### src/rtl/seg7_scan_ctrl_if.sv
// Signal bundle between a display client and the 3-digit 7-segment scan controller.
// The client (master) supplies the value, load strobe and blanking mode; the controller drives the display.
interface seg7_scan_ctrl_if;
    logic [11:0] VALUE;
    logic        LOAD;
    logic        LZB;
    logic        PENDING;
    logic        FRAME_TICK;
    logic [2:0]  DIG;
    logic [6:0]  SEG;

    modport master (
        output VALUE, LOAD, LZB,
        input  PENDING, FRAME_TICK, DIG, SEG
    );

    modport slave (
        input  VALUE, LOAD, LZB,
        output PENDING, FRAME_TICK, DIG, SEG
    );
endinterface

### src/rtl/seg7_scan_ctrl.sv
// Time-multiplexed 3-digit 7-segment scan controller with per-slot blanking gap,
// leading-zero blanking and a double-buffered value committed on frame boundaries.
module seg7_scan_ctrl #(
    parameter int DIV   = 50000,
    parameter int BLANK = 1000
) (
    input  logic              CLK,
    input  logic              RST,
    seg7_scan_ctrl_if.slave   bus
);

    localparam int CW = $clog2(DIV);
    localparam logic [CW-1:0] LAST    = CW'(DIV - 1);
    localparam logic [CW-1:0] BLANK_C = CW'(BLANK);

    typedef enum logic {
        SLOT_BLANK,
        SLOT_ON
    } slot_t;

    logic [CW-1:0] r_cnt;
    logic [1:0]    r_idx;
    logic [11:0]   r_shadow;
    logic [11:0]   r_disp;
    logic          r_pending;
    logic          r_frame_tick;
    logic [2:0]    r_dig;
    logic [6:0]    r_seg;

    logic          w_wrap;
    logic          w_boundary;
    logic [CW-1:0] w_cnt_nxt;
    logic [1:0]    w_idx_nxt;
    logic [11:0]   w_shadow_nxt;
    logic [11:0]   w_disp_nxt;
    logic          w_pending_nxt;
    slot_t         w_slot_nxt;
    logic [3:0]    w_nib;
    logic          w_lz;
    logic [2:0]    w_dig_nxt;
    logic [6:0]    w_seg_nxt;

    function automatic logic [6:0] seg_decode(input logic [3:0] nib);
        logic [6:0] s;
        case (nib)
            4'd0:    s = 7'h3F;
            4'd1:    s = 7'h06;
            4'd2:    s = 7'h5B;
            4'd3:    s = 7'h4F;
            4'd4:    s = 7'h66;
            4'd5:    s = 7'h6D;
            4'd6:    s = 7'h7D;
            4'd7:    s = 7'h07;
            4'd8:    s = 7'h7F;
            4'd9:    s = 7'h6F;
            default: s = 7'h40;
        endcase
        return s;
    endfunction

    assign w_wrap     = (r_cnt == LAST);
    assign w_boundary = w_wrap && (r_idx == 2'd2);
    assign w_cnt_nxt  = w_wrap ? '0 : r_cnt + 1'b1;
    assign w_idx_nxt  = !w_wrap ? r_idx : ((r_idx == 2'd2) ? 2'd0 : r_idx + 2'd1);

    // A load landing on the boundary bypasses the shadow so it is shown this frame.
    always_comb begin
        w_disp_nxt    = r_disp;
        w_shadow_nxt  = r_shadow;
        w_pending_nxt = r_pending;
        if (w_boundary && bus.LOAD) begin
            w_disp_nxt    = bus.VALUE;
            w_pending_nxt = 1'b0;
        end else if (w_boundary && r_pending) begin
            w_disp_nxt    = r_shadow;
            w_pending_nxt = 1'b0;
        end else if (bus.LOAD) begin
            w_shadow_nxt  = bus.VALUE;
            w_pending_nxt = 1'b1;
        end
    end

    generate
        if (BLANK == 0) begin : g_noblank
            assign w_slot_nxt = SLOT_ON;
        end else begin : g_blank
            assign w_slot_nxt = (w_cnt_nxt < BLANK_C) ? SLOT_BLANK : SLOT_ON;
        end
    endgenerate

    // Outputs are computed from next-state values so the registers track cnt/idx with no lag.
    always_comb begin
        w_nib     = w_disp_nxt[3:0];
        w_lz      = 1'b0;
        w_dig_nxt = '0;
        w_seg_nxt = '0;
        case (w_idx_nxt)
            2'd1: begin
                w_nib = w_disp_nxt[7:4];
                w_lz  = bus.LZB && (w_disp_nxt[11:4] == '0);
            end
            2'd2: begin
                w_nib = w_disp_nxt[11:8];
                w_lz  = bus.LZB && (w_disp_nxt[11:8] == '0);
            end
            default: ;
        endcase
        if (w_slot_nxt == SLOT_ON) begin
            w_dig_nxt = 3'b001 << w_idx_nxt;
            w_seg_nxt = w_lz ? '0 : seg_decode(w_nib);
        end
    end

    always_ff @(posedge CLK or posedge RST) begin
        if (RST) begin
            r_cnt        <= '0;
            r_idx        <= '0;
            r_shadow     <= '0;
            r_disp       <= '0;
            r_pending    <= 1'b0;
            r_frame_tick <= 1'b0;
            r_dig        <= '0;
            r_seg        <= '0;
        end else begin
            r_cnt        <= w_cnt_nxt;
            r_idx        <= w_idx_nxt;
            r_shadow     <= w_shadow_nxt;
            r_disp       <= w_disp_nxt;
            r_pending    <= w_pending_nxt;
            r_frame_tick <= w_boundary;
            r_dig        <= w_dig_nxt;
            r_seg        <= w_seg_nxt;
        end
    end

    assign bus.PENDING    = r_pending;
    assign bus.FRAME_TICK = r_frame_tick;
    assign bus.DIG        = r_dig;
    assign bus.SEG        = r_seg;

endmodule

### src/flat_wrapper.sv
// flat-port wrapper written by rule: the top's interface ports become plain ports
module seg7_scan_ctrl_flat 
#(
    parameter int DIV   = 50000,
    parameter int BLANK = 1000
)
  (CLK, RST, bus_VALUE, bus_LOAD, bus_LZB, bus_PENDING, bus_FRAME_TICK, bus_DIG, bus_SEG);
  seg7_scan_ctrl_if bus_i ();
  input  logic CLK;
  input  logic RST;
  input wire logic [$bits(bus_i.VALUE)-1:0] bus_VALUE;
  input wire logic [$bits(bus_i.LOAD)-1:0] bus_LOAD;
  input wire logic [$bits(bus_i.LZB)-1:0] bus_LZB;
  output wire logic [$bits(bus_i.PENDING)-1:0] bus_PENDING;
  output wire logic [$bits(bus_i.FRAME_TICK)-1:0] bus_FRAME_TICK;
  output wire logic [$bits(bus_i.DIG)-1:0] bus_DIG;
  output wire logic [$bits(bus_i.SEG)-1:0] bus_SEG;
  assign bus_i.VALUE = bus_VALUE;
  assign bus_i.LOAD = bus_LOAD;
  assign bus_i.LZB = bus_LZB;
  assign bus_PENDING = bus_i.PENDING;
  assign bus_FRAME_TICK = bus_i.FRAME_TICK;
  assign bus_DIG = bus_i.DIG;
  assign bus_SEG = bus_i.SEG;
  seg7_scan_ctrl #(.DIV(DIV), .BLANK(BLANK)) u_core (.CLK(CLK), .RST(RST), .bus(bus_i));
endmodule
### config.mk
export PLATFORM = sky130hd
export DESIGN_NAME = seg7_scan_ctrl_flat
export DESIGN_NICKNAME = d
export VERILOG_FILES = /design/src/rtl/seg7_scan_ctrl_if.sv /design/src/rtl/seg7_scan_ctrl.sv /design/src/flat_wrapper.sv
export SDC_FILE = /design/constraint.sdc
export NUM_CORES = 1
export LEC_CHECK = 0
export CORE_ASPECT_RATIO = 0.5
export CORE_MARGIN = 1.5
export CORE_UTILIZATION = 55
export DETAILED_ROUTE_END_ITERATION = 16
export HOLD_SLACK_MARGIN = 0.15
export PLACE_DENSITY_LB_ADDON = 0.3
export RECOVER_POWER = 100
export REMOVE_ABC_BUFFERS = 1
export SLEW_MARGIN = 20
export SYNTH_ARGS = -nofsm -noshare
export SYNTH_HDL_FRONTEND = slang
export SYNTH_SLANG_ARGS = --single-unit
### constraint.sdc
create_clock -name CLK -period 4.9 [get_ports CLK]
set_input_delay 0.49 -clock CLK [delete_from_list [all_inputs] [get_ports CLK]]
set_output_delay 0.49 -clock CLK [all_outputs]
set_load 0.05 [all_outputs]
Word level (Yosys, flattened, before mapping)
Memories as Yosys holds them, arrays and structs flattened.
Cells that the tools add are included.
{ "classes": {"n_addsub": 2, "order_cmp": 1, "n_eq_ne": 4, "shifts": 1, "n_mux": 13, "bitwise": 2, "reduce_logical": 9} }
{ "op_table": {"columns": ["operator", "n"], "rows": [
  ["$mux 12", 2],
  ["$add 16x1->16 const B", 1],
  ["$eq 16x16->1 const B", 1],
  ["$lt 16x10->1 const B", 1],
  ["$mux 16", 1],
  ["$mux 7", 2],
  ["$logic_not 8->1", 1],
  ["$pmux 4 s2", 1],
  ["$logic_and 1x1->1", 5],
  ["$eq 2x2->1 const B", 2],
  ["$logic_not 4->1", 1],
  ["$mux 2", 2],
  ["$mux 1", 3],
  ["$mux 3", 1],
  ["$reduce_and 3->1", 1],
  ["$reduce_bool 3->1", 1],
  ["$shl 1x2->3 const A", 1],
  ["$add 2x1->2 const B", 1],
  ["$eq 2x1->1 const B", 1],
  ["$not 1->1", 2],
  ["$pmux 1 s2", 1]
]} }
{ "word_totals": {"regBits": 54, "mem_bits_ro": 112, "in_bits": 16, "output_inout_bits": 12, "word_cells": 41, "memories": 1} }
{ "memory_table": {"columns": ["name", "depth", "word_bits", "read_ports", "rd_clocked_by_memory_dff", "wr", "line", "source"], "rows": [
  ["(name not given)", 16, 7, 1, 0, 0, "seg7_scan_ctrl.sv:45", "case (nib)"]
]} }

Longest topological paths before layout
Gate-level depths: netlist (run 1).
{ "depth": {"depth_word": 10, "ltp_mapped": 17, "depth_no_buf": 15} }

Worst setup path before layout (run 1)
OpenSTA, ideal clock, no wires.
{ "synth_timing": {"path_kind": "flip-flop to flip-flop", "start": "register u_core.r_cnt[5]", "end": "register u_core.r_seg[4] (netlist: u_core.bus.SEG[4])", "setup_time_ns": 0.130, "arrival_time_ns": 3.119, "required_ns": 4.770, "slack_ns": 1.651, "stages_incl_launch_ff": 17, "path_buffers": 2, "synth_period_minus_slack_ns": 3.249, "cell_sequence": "dfrtp_1 -> buf_4 -> and4bb_1 -> and4_1 -> buf_4 -> nand2_1 -> nor3_1 -> a21oi_1 -> inv_1 -> ha_1 -> inv_1 -> o311a_1 -> or2_2 -> ha_1 -> o32a_1 -> o31ai_1 -> a21oi_1"} }
{ "synth_between": {"word_cells_on_any_way": 21, "classes_between": "1 x add/sub; 1 x order compare; 3 x eq/ne; 8 x mux; 7 x reduce/logical; 1 x memory"} }
{ "synth_rtl": {"columns": ["element", "line", "source"], "rows": [
  ["from (decl)", "seg7_scan_ctrl.sv:21", "logic [CW-1:0] r_cnt;"],
  ["from (signal assigned)", "seg7_scan_ctrl.sv:125", "r_cnt <= w_cnt_nxt;"],
  ["$eq 16x16->1 *", "seg7_scan_ctrl.sv:61", "assign w_wrap = (r_cnt == LAST);"],
  ["$mux 2 *", "seg7_scan_ctrl.sv:64", "assign w_idx_nxt = !w_wrap ? r_idx : ((r_idx == 2'd2) ? 2'd0 : r_idx + 2'd1);"],
  ["net u_core.w_idx_nxt[0]", "seg7_scan_ctrl.sv:33", "logic [1:0] w_idx_nxt;"],
  ["$eq 2x2->1 or $eq 2x1->1 (tied branches)", "seg7_scan_ctrl.sv:97", "case (w_idx_nxt)"],
  ["$pmux 4 s2", "seg7_scan_ctrl.sv:97", null],
  ["$mem_v2 16x7", null, null],
  ["$mux 7 *", "seg7_scan_ctrl.sv:110", "w_seg_nxt = w_lz ? '0 : seg_decode(w_nib);"],
  ["$mux 7 *", "seg7_scan_ctrl.sv:108", "if (w_slot_nxt == SLOT_ON) begin"],
  ["net u_core.w_seg_nxt[4]", "seg7_scan_ctrl.sv:41", "logic [6:0] w_seg_nxt;"],
  ["to (signal assigned)", "seg7_scan_ctrl.sv:132", "r_seg <= w_seg_nxt;"],
  ["to (decl)", "seg7_scan_ctrl.sv:28", "logic [6:0] r_seg;"]
]} }
Mark *: on every way through the listed nets, which the timed path passes. The rest lies on a longest branch.
A chain may end at the register's enable or synchronous reset.

Worst setup path in the final report (run 1)
{ "layout_timing": {"start": "register u_core.r_cnt[0]", "end": "register u_core.r_seg[5] (netlist: u_core.bus.SEG[5])"} }
{ "layout_between": {"elab_chain_cells": 10, "word_cells_on_any_way": 21, "classes_between": "1 x add/sub; 1 x order compare; 3 x eq/ne; 8 x mux; 7 x reduce/logical; 1 x memory"} }
{ "layout_rtl": {"columns": ["element", "line", "source"], "rows": [
  ["$eq 16x16->1 *", "seg7_scan_ctrl.sv:61", null],
  ["$logic_and 1x1->1 *", "seg7_scan_ctrl.sv:62", "assign w_boundary = w_wrap && (r_idx == 2'd2);"],
  ["net u_core.w_boundary", "seg7_scan_ctrl.sv:31", "logic w_boundary;"],
  ["$logic_and 1x1->1", "seg7_scan_ctrl.sv:74", "end else if (w_boundary && r_pending) begin"],
  ["$mux 12", "seg7_scan_ctrl.sv:74", null],
  ["$mux 12 *", "seg7_scan_ctrl.sv:71", "if (w_boundary && bus.LOAD) begin"],
  ["parallel branches: the longest is 3 deep, another holds $mem_v2 16x7", null, null],
  ["$mux 7 *", "seg7_scan_ctrl.sv:110", null],
  ["$mux 7 *", "seg7_scan_ctrl.sv:108", null],
  ["net u_core.w_seg_nxt[5]", "seg7_scan_ctrl.sv:41", null]
]} }
Mark *: on every way through the listed nets, which the timed path passes.

==> reports/results.ini, run 1 <==
[setup_path]
critPathKind=reg2reg
max_stage_delay_ps=570
crit_family=simple AND/OR/NAND/NOR gates
path_cells=ha_1, nand3_1, nor2_1, nand2_1, clkinvlp_2, nand3_1, a21oi_1, a2111oi_0, or2_2, inv_1, ha_1, nor3_1, nor2_1, a21boi_0
slowest_stage=a2111oi_0
worstPathRequired_ps=5090
crit_fanout=11
cp-end-kind=register
cp_num_buf_inv=2
arrival_ps=4410
startpoint_type=register

[final_layout]
multi_input_area_sq_mm=0.00166
fillers=464
final_nets=375
fin_util_pct=64.6
layout-drive-gt1-share_pct=8.26
register_area_sq_mm=0.00135
insertedDiodeCount=0
syn_to_final_growth_pct=11.2

[global_route]
grt_pass1_vias=2649
grt_first_pass_wirelength_microns=12600
antenna_found_initial=0
grt-ovfl-total=0
track_usage_pct=24.9
grt_max_degree=55

[logic_synthesis]
synthesis.area_sq_mm=0.00323
synth_flop_cell=dfrtp_1
syn_inst=333
synth_cell_type_count=72
async_reset_ff_share_pct=100
ys_seq_area_share_pct=41.8
synth_largest_area_cell=dfrtp_1
syn-mean-instance-area_sq_um=9.71
synth_enable_flop_cells=0
synth.area.top_cells=dfrtp_1 (42%), mux2_2 (3.5%), ha_1 (3.1%)
synth_seq_cells=54
yosys.area.top_type_share_pct=41.8
synth_warnings=0

[sta]
max_freq_ghz=0.237
final_max_slew_viol_count=55
tightestPinTransition_ps=2810
max_slew_margin_pct=-87.3
period_minus_slack_ps=4230
setup_tns_ps=0
setup_viol=0
fin_crit_sh_pct=86.3
rsz0062_at_grt=no
clock-skew-final_ps=7.90
hold_viol=0

[floorplanning]
ios=28
rows=19
die_h_microns=57.2
core_area_sq_mm=0.00556
initial_core_util_pct=58.1
die_w_microns=111
die-area_sq_mm=0.00637

[cts]
ctsResizeCount=0
cts_root_buffer=clkbuf_16
htree_levels=2
insertion_delay_ps=290
postCtsSetupBuffers=0
cts_made_buffers=5
clock_path_buffers=2
cts_tree=done
cts_sinks=54
cts-hold-fix-buffers=0
clkTransAtPathRegs_ps=60

[power_and_ir_drop]
power.density_mw_per_mm2=246
peakVddDrop_mv=0.164
p_total_w=0.000883
leakagePower_nw=1.56

[run_status]
violations=max-capacitance violations, max-slew violations
status=complete, but fails checks

[worst_hold_path]
hold_class=reg2reg

[drt]
drtIter0Drc=225
postRouteAntennaNets=0
vias=2644
drt-wirelength-per-cell_microns=17.4
first_pass_iters=5
viasPerCell=6.24
postRouteWirelength_microns=7370
drc_errors=0

[placed_design]
gp_congestion=0.897
place_hpwl_microns=5240
port_buffers=27

[run]
max_cap_violations=1

-- cells in the mapped netlist (all sizes together) (5+ instances only) --
library cell and number:
dfrtp 54, nor2 26, inv 20, nand2 19
a21oi 18, o21ai 15, nor3 14, buf 12
mux2 10, ha 8, nand3 8, xor2 7
and2 6, clkbuf 6, nand4 6, nor2b 6
or2 6, xnor2 6, nand2b 5, o22ai 5
-- kinds of logic after synthesis --
kind of cell | Yosys count | synth area share, %
buffers and inverters | 39 | 6.00
muxes | 11 | 3.79
xor gates and xnor gates | 13 | 3.52
DFF | 54 | 41.8
and+or+nand+nor | 116 | 20.6
adders and majority gates | 8 | 3.10
AOI/OAI and AO/OA | 92 | 21.2
-- final timing paths --
path                                         start            endpoint  slack (ps)  depth (start not counted)
worst min register to register  u_core.r_shadow[5]  u_core.r_shadow[5]         500                          2
min in group asynchronous                      RST     u_core.r_cnt[2]        1700                          3
worst max register to register     u_core.r_cnt[0]   u_core.bus.SEG[5]         670                         14
worst max-delay path               u_core.r_cnt[0]   u_core.bus.SEG[5]         670                         14
max in group asynchronous                      RST   u_core.bus.SEG[3]        1620                          3
worst min-delay path            u_core.r_shadow[5]  u_core.r_shadow[5]         500                          2
-- power breakdown --
group          switching [W]  internal [W]
combinational      0.0000397     0.0000352
clock               0.000150      0.000187
sequential         0.0000103      0.000460
-- cell type report --
| cell class | count | area share (%) |
|---|---|---|
| Multi-Input combinational cell | 240 | 46.1 |
| Clock buffer | 7 | 3.69 |
| Sequential cell | 54 | 37.6 |
| Timing Repair Buffer | 29 | 7.83 |
| Inverter | 21 | 2.23 |
| Tap cell | 73 | 2.54 |
-- layer usage --
| layer | global-route usage (%) | wire length [microns] | vias up | share of wire [%] |
|---|---|---|---|---|
| met5 | 0 | 0 | - | 0 |
| li1 | - | - | 1251 | - |
| met2 | 41.6 | 3560 | 83 | 48 |
| met1 | 32.8 | 3380 | 1303 | 46 |
| met3 | 5.74 | 369 | 7 | 5.0 |
| met4 | 7.96 | 63 | 0 | 0.85 |
-- worst min-delay path: cells and delay by family (launching register included) --
kind | cells | cell delay (ps)
flops | 1 | 360
compound gates | 1 | 60
simple gates | 1 | 50
-- layout by cell type, fill, tap and decap left out, types with 4 or more instances in the layout --
cell type,n
nand2_1,19
nor2b_1,6
dlygate4sd3_1,13
ha_1,8
nand2b_1,5
a21oi_1,18
clkbuf_16,5
o21ai_0,13
nor2_1,26
inv_1,19
o22a_1,4
and2_1,4
mux2_2,10
nand3_1,8
clkdlybuf4s50_1,14
xnor2_1,6
dfrtp_1,54
a22o_1,4
nor3_1,13
xor2_1,7
nand4_1,6
o22ai_1,4
-- registers in the layout, summed over array words and instances (netlist names) --
register	count
u_core.r_disp	12
u_core.bus.DIG	3
u_core.r_idx	2
u_core.bus.PENDING	1
u_core.r_shadow	12
u_core.bus.SEG	7
u_core.r_cnt	16
u_core.bus.FRAME_TICK	1
-- metrics by stage --
step	hold slack (ps)	setup WS, ps	cell area, sq um	cells
floorplan	450	1650	3120	315
finish	497	673	3590	424
global placement	476	1390	3490	417
global route	537	476	3590	424
detailed placement	487	1200	3490	417
CTS	502	1180	3630	424
(Power assumes the default switching activity.)
==> run 2, diff against run 1 <==
- CORE_MARGIN: 1.5 -> 4
- MAX_ROUTING_LAYER: unset -> met4
- TNS_END_PERCENT: unset -> 30
==> run 2 against run 1 <==
  * Via count grew 0.79%
  * The flow still finishes with violations (max-capacitance violations, max-slew violations)
  * Cell count did not move
  * Global-route usage shrank 2.3 points
  * Routed wire length rose by 0.84%
  * Sequential share of layout area is 0.12 points lower
  * Die area grew 14%
  * Register-to-register slack better by 170 ps
  * Critical path depth shrank 2
  * Flip-flop and latch count unchanged
  * Clock power rose by 6.8%
  * Combinational power is 1% higher
  * Non-clock buffer count fell by 1
==> reports/results.ini, run 2 (synthesized netlist as in run 1, its figures left out) <==
[final_layout]
largestRegisters=u_core.r_cnt x16, u_core.r_disp x12, u_core.r_shadow x12  ; unchanged
multi_input_area_sq_mm=0.00166  ; about the same
final_cell_mix=dfrtp_1 (54), nor2_1 (26), nand2_1 (19), inv_1 (19), a21oi_1 (17)  ; was dfrtp_1 (54), nor2_1 (26), nand2_1 (19), inv_1 (19), a21oi_1 (18)
final_nets=374  ; was 375
fin_util_pct=64.5  ; was 64.6%
mostFrequentLayoutCell=dfrtp_1  ; unchanged
insertedDiodeCount=0  ; unchanged
fillers=463  ; was 464
top_register=u_core.r_cnt  ; unchanged
syn_to_final_growth_pct=11.5  ; was 11.2%
layout-drive-gt1-share_pct=8.83  ; was 8.26%
final_cells=424  ; unchanged
fin_area_sq_mm=0.00360  ; was 0.00359 sq mm
register_area_sq_mm=0.00135  ; unchanged
largest_reg_flops=16  ; unchanged

[cts]
cts_tree=done  ; unchanged
clkTransAtPathRegs_ps=70  ; was 60 ps
htree_levels=2  ; unchanged
clock_path_buffers=2  ; unchanged
cts-hold-fix-buffers=0  ; unchanged
cts_sinks=54  ; unchanged
cts_made_buffers=5  ; unchanged
cts_root_buffer=clkbuf_16  ; unchanged
postCtsSetupBuffers=0  ; unchanged
ctsResizeCount=0  ; unchanged
insertion_delay_ps=290  ; about the same

[sta]
hold_viol=0  ; unchanged
fin_crit_sh_pct=82.8  ; was 86.3%
max_slew_margin_pct=-90.4  ; was -87.3%
rsz0062_at_grt=no  ; unchanged
setup_tns_ps=0  ; unchanged
setup_viol=0  ; unchanged
max_freq_ghz=0.247  ; was 0.237 GHz
final_max_slew_viol_count=55  ; unchanged
tightestPinTransition_ps=2860  ; was 2810 ps
clock-skew-final_ps=5.83  ; was 7.90 ps
period_minus_slack_ps=4060  ; was 4230 ps

[drt]
drtIter0Drc=285  ; was 225
drt-wirelength-per-cell_microns=17.5  ; was 17.4 microns
vias=2665  ; was 2,644
postRouteWirelength_microns=7430  ; was 7370 microns
postRouteAntennaNets=0  ; unchanged
viasPerCell=6.29  ; was 6.24
first_pass_iters=4  ; was 5
drc_errors=0  ; unchanged

[setup_path]
worstPathRequired_ps=5070  ; was 5090 ps
critPathKind=reg2reg  ; unchanged
arrival_ps=4220  ; was 4410 ps
startpoint_type=register  ; unchanged
crit_fanout=11  ; unchanged
cp-end-kind=register  ; unchanged

[floorplanning]
initial_core_util_pct=57.8  ; was 58.1%
die-area_sq_mm=0.00724  ; was 0.00637 sq mm
die_h_microns=62.2  ; was 57.2 microns
rows=19  ; unchanged
die_w_microns=116  ; was 111 microns
ios=28  ; unchanged
core_area_sq_mm=0.00559  ; was 0.00556 sq mm

[placed_design]
place_area_sq_mm=0.00349  ; about the same
place_hpwl_microns=5270  ; was 5240 microns
port_buffers=27  ; unchanged
gp_congestion=0.962  ; was 0.897
place_inst=416  ; was 417

[run]
max_cap_violations=1  ; unchanged

[power_and_ir_drop]
power.density_mw_per_mm2=251  ; was 246 mW/mm^2
seq_power_share_pct=51.9  ; was 53.3%
p_switching_w=0.000208  ; was 0.000200 W
peakVddDrop_mv=0.173  ; was 0.164 mV
p_comb_share_pct=8.4  ; was 8.5%
power.internal_w=0.000698  ; was 0.000683 W
p_total_w=0.000906  ; was 0.000883 W
leakagePower_nw=1.56  ; about the same
clockPowerShare_pct=39.7  ; was 38.2%
power_switching_share_pct=23.0  ; was 22.6%

[global_route]
track_usage_pct=22.5  ; was 24.9%
grt_pass1_vias=2660  ; was 2,649
grt-ovfl-total=0  ; unchanged
grt_max_degree=55  ; unchanged
antenna_found_initial=0  ; unchanged
grt_first_pass_wirelength_microns=12700  ; was 12,600 microns

[run_status]
violations=max-capacitance violations, max-slew violations  ; unchanged
status=complete, but fails checks  ; unchanged

[worst_hold_path]
hold_class=reg2reg  ; unchanged

run 2: layout make-up:
type | instances | area share, %
multi-input cells | 240 | 46.1
flip-flops and latches | 54 | 37.5
repair buffers | 28 | 7.60
clock buffers | 7 | 3.96
well taps | 73 | 2.53
inverters | 21 | 2.22
clock inverters | 1 | 0.139
run 2: power by group through the flow:
| stage | registers, W | logic (W) | clock network, W |
|---|---|---|---|
| finish | 0.000471 | 0.0000757 | 0.000360 |
| global route | 0.000472 | 0.0000844 | 0.000388 |
| CTS | 0.000470 | 0.0000771 | 0.000365 |
| detailed placement | 0.000479 | 0.0000769 | 0 |
| global placement | 0.000478 | 0.0000734 | 0 |
| floorplan | 0.000475 | 0.0000475 | 0 |
run 2: final timing paths:
path	slack [ps]	depth (start not counted)	start	endpoint
setup reg to reg	840	12	u_core.r_cnt[0]	u_core.bus.SEG[4]
setup / recovery	840	12	u_core.r_cnt[0]	u_core.bus.SEG[4]
max in group asynchronous	1570	3	RST	u_core.bus.SEG[2]
hold reg to reg	520	1	u_core.r_shadow[11]	u_core.r_shadow[11]
min in group asynchronous	1720	3	RST	u_core.r_cnt[8]
hold / removal	520	1	u_core.r_shadow[11]	u_core.r_shadow[11]
run 2: layer usage:
metal / up-vias / share of wire [%] / global-route usage [%]
met5: - / 0 / -
met4: 0 / 1.9 / 7.24
met3: 15 / 5.4 / 5.14
met2: 91 / 47 / 34.5
met1: 1307 / 45 / 29.7
li1: 1252 / - / -
run 2: worst max-delay path, stage by stage (launching register included):
cell and delay (ps):
dfrtp_1 410, ha_1 250, nand3_1 330, nor2_1 480, nand2_1 380, clkinvlp_2 430, a31oi_1 170, o311a_1 370
or2_2 310, ha_1 240, o32a_1 360, o31ai_1 80, a21oi_1 110
run 2: per-stage QoR:
| step | setup slack, ps | hold WS, ps |
|---|---|---|
| after floorplan | 1650 | 450 |
| after global placement | 1130 | 471 |
| after detailed placement | 1050 | 503 |
| after CTS | 1190 | 520 |
| after global routing | 463 | 537 |
| final | 845 | 517 |
==> run 3, diff against run 2 <==
- clock period: 4.9 -> 3.8 ns (I/O delays scaled with it)
==> run 3 against run 2 <==
  * The flow now finishes without violations
  * Routed wire length rose by 1.5%
  * First-iteration DRC count decreased by 14%
  * Final area increased by 1.1%
  * Flip-flop and latch count is the same
  * Sequential share of layout area shrank 0.42 points
  * Critical path depth grew 2
  * Power rose by 26%
  * Clock power rose by 22%
  * Die area unchanged
  * Critical path type unchanged
  * Critical endpoint unchanged
==> reports/results.ini, run 3 (synthesized netlist as in run 1, its figures left out) <==
[setup_path]
worstPathRequired_ps=3970  ; was 5070 ps
startpoint_type=register  ; unchanged
max_stage_delay_ps=410  ; was 480 ps
path_cells=ha_1, and3_1, nand2_1, nor3_1, a21oi_1, inv_1, ha_1, inv_1, o311a_1, or2_2, ha_1, o32a_1, o31ai_1, a21oi_1  ; was ha_1, nand3_1, nor2_1, nand2_1, clkinvlp_2, a31oi_1, o311a_1, or2_2, ha_1, o32a_1, o31ai_1, a21oi_1
crit_family=simple AND/OR/NAND/NOR gates  ; unchanged
cp.depth=14  ; was 12
crit_fanout=8  ; was 11
cp-end-kind=register  ; unchanged
critPathKind=reg2reg  ; unchanged
arrival_ps=3750  ; was 4220 ps
cp_num_buf_inv=2  ; was 1
ff2ff_path_depth=14  ; was 12
slowest_stage=dfrtp_1  ; was nor2_1
path_common_cell=ha_1  ; unchanged

[floorplanning]
ios=28  ; unchanged
initial_core_util_pct=57.8  ; unchanged
rows=19  ; unchanged
die_h_microns=62.2  ; unchanged
core_area_sq_mm=0.00559  ; unchanged
die-area_sq_mm=0.00724  ; unchanged
die_w_microns=116  ; unchanged

[cts]
htree_levels=2  ; unchanged
cts-hold-fix-buffers=0  ; unchanged
cts_root_buffer=clkbuf_16  ; unchanged
insertion_delay_ps=300  ; was 290 ps
cts_sinks=54  ; unchanged
clock_path_buffers=2  ; unchanged
postCtsSetupBuffers=0  ; unchanged
cts_made_buffers=5  ; unchanged
clkTransAtPathRegs_ps=60  ; was 70 ps
cts_tree=done  ; unchanged

[sta]
max_slew_margin_pct=8.53  ; was -90.4%
tightestPinTransition_ps=1370  ; was 2860 ps
final_max_slew_viol_count=0  ; was 55
setup_viol=0  ; unchanged
period_minus_slack_ps=3580  ; was 4060 ps
setup_tns_ps=0  ; unchanged
setup_ws_ps=222  ; was 845 ps
fin_crit_sh_pct=94.2  ; was 82.8%
rsz0062_at_grt=no  ; unchanged
max_freq_ghz=0.279  ; was 0.247 GHz
hold_viol=0  ; unchanged
clock-skew-final_ps=6.62  ; was 5.83 ps

[global_route]
grt_pass1_vias=2738  ; was 2,660
grt_max_degree=36  ; was 55
grt_first_pass_wirelength_microns=13100  ; was 12,700 microns
track_usage_pct=23.3  ; was 22.5%
antenna_found_initial=0  ; unchanged
grt-ovfl-total=0  ; unchanged

[final_layout]
largestRegisters=u_core.r_cnt x16, u_core.r_disp x12, u_core.r_shadow x12  ; unchanged
top_register=u_core.r_cnt  ; unchanged
insertedDiodeCount=0  ; unchanged
fin_area_sq_mm=0.00365  ; was 0.00360 sq mm
final_cell_mix=dfrtp_1 (54), nor2_1 (26), inv_1 (20)  ; was dfrtp_1 (54), nor2_1 (26), nand2_1 (19), inv_1 (19), a21oi_1 (17)
syn_to_final_growth_pct=12.8  ; was 11.5%
layout-drive-gt1-share_pct=10.1  ; was 8.83%
final_nets=382  ; was 374
largest_reg_flops=16  ; unchanged
mostFrequentLayoutCell=dfrtp_1  ; unchanged

[run]
max_cap_violations=0  ; was 1

[power_and_ir_drop]
leakagePower_nw=1.59  ; was 1.56 nW
power.density_mw_per_mm2=314  ; was 251 mW/mm^2
peakVddDrop_mv=0.251  ; was 0.173 mV

[placed_design]
pre_cts_ws_ps=302  ; was 1050 ps
gp_congestion=0.943  ; was 0.962
port_buffers=27  ; unchanged
place_hpwl_microns=5380  ; was 5270 microns
place_area_sq_mm=0.00355  ; was 0.00349 sq mm

[drt]
first_pass_iters=5  ; was 4
postRouteAntennaNets=0  ; unchanged
viasPerCell=6.15  ; was 6.29
drt-wirelength-per-cell_microns=17.5  ; about the same
drc_errors=0  ; unchanged
drtIter0Drc=244  ; was 285
postRouteWirelength_microns=7540  ; was 7430 microns
vias=2650  ; was 2,665

[run_status]
status=completed  ; was complete, but fails checks

[worst_hold_path]
hold_class=reg2reg  ; unchanged
hold_depth=2  ; was 1

run 3: cell types whose count changed in the layout (fill, tap and decap cells not counted), moves of 2 or more:
| cell | delta |
|---|---|
| buf_4 | +5 |
| clkbuf_1 | +4 |
| o21ai_1 | -2 |
| o21ai_0 | +2 |
run 3: path summary, 6_finish.rpt:
| path | startpoint | to | slack (ps) |
|---|---|---|---|
| setup / recovery | u_core.r_cnt[0] | u_core.bus.SEG[4] | 220 |
| hold / removal | u_core.r_shadow[5] | u_core.r_shadow[5] | 510 |
| setup reg to reg | u_core.r_cnt[0] | u_core.bus.SEG[4] | 220 |
| hold reg to reg | u_core.r_shadow[5] | u_core.r_shadow[5] | 510 |
| max in group asynchronous | RST | u_core.r_disp[8] | 1260 |
| min in group asynchronous | RST | u_core.r_cnt[9] | 910 |
run 3: cell type report:
type,instances,area (sq um)
Fill cell,450,1940
Multi-Input combinational cell,240,1670
Sequential cell,54,1350
Timing Repair Buffer,36,323
Clock buffer,7,133
Tap cell,73,91.3
Inverter,21,80.1
run 3: per-stage QoR:
stage                     instances  utilization, %  power, W  hold WS [ps]
after floorplan                 315               -  0.000674           450
after global placement          424            63.5  0.000712           475
after detailed placement        424            63.5  0.000716           499
after CTS                       431            65.9   0.00116           514
after global routing            431            65.3   0.00120           522
final                           431            65.3   0.00114           507
run 3: where the power goes:
group | internal, W | switching, W | leakage, nW
Clock | 0.000242 | 0.000198 | 0.0640
Combinational | 0.0000464 | 0.0000527 | 0.851
Sequential | 0.000594 | 0.0000125 | 0.678
run 3: per-layer routing:
layer	up-vias	global-route usage (%)	part of all wire [%]	wire length, microns
li1	1259	-	-	-
met1	1272	29.7	43	3270
met2	99	35.2	48	3610
met3	20	5.82	6.5	492
met4	0	9.99	2.2	164
met5	-	-	0	0
run 3: worst min-delay path, stage by stage (launching register included):
cell,delay (ps)
dfrtp_1,350
nand2_1,50
o21ai_0,70
run 3: repair_timing:
item | in CTS | in global routing
setup endpoints to repair | 0 | 2
resized for setup | 0 | 3
hold endpoints to repair | 0 | 0
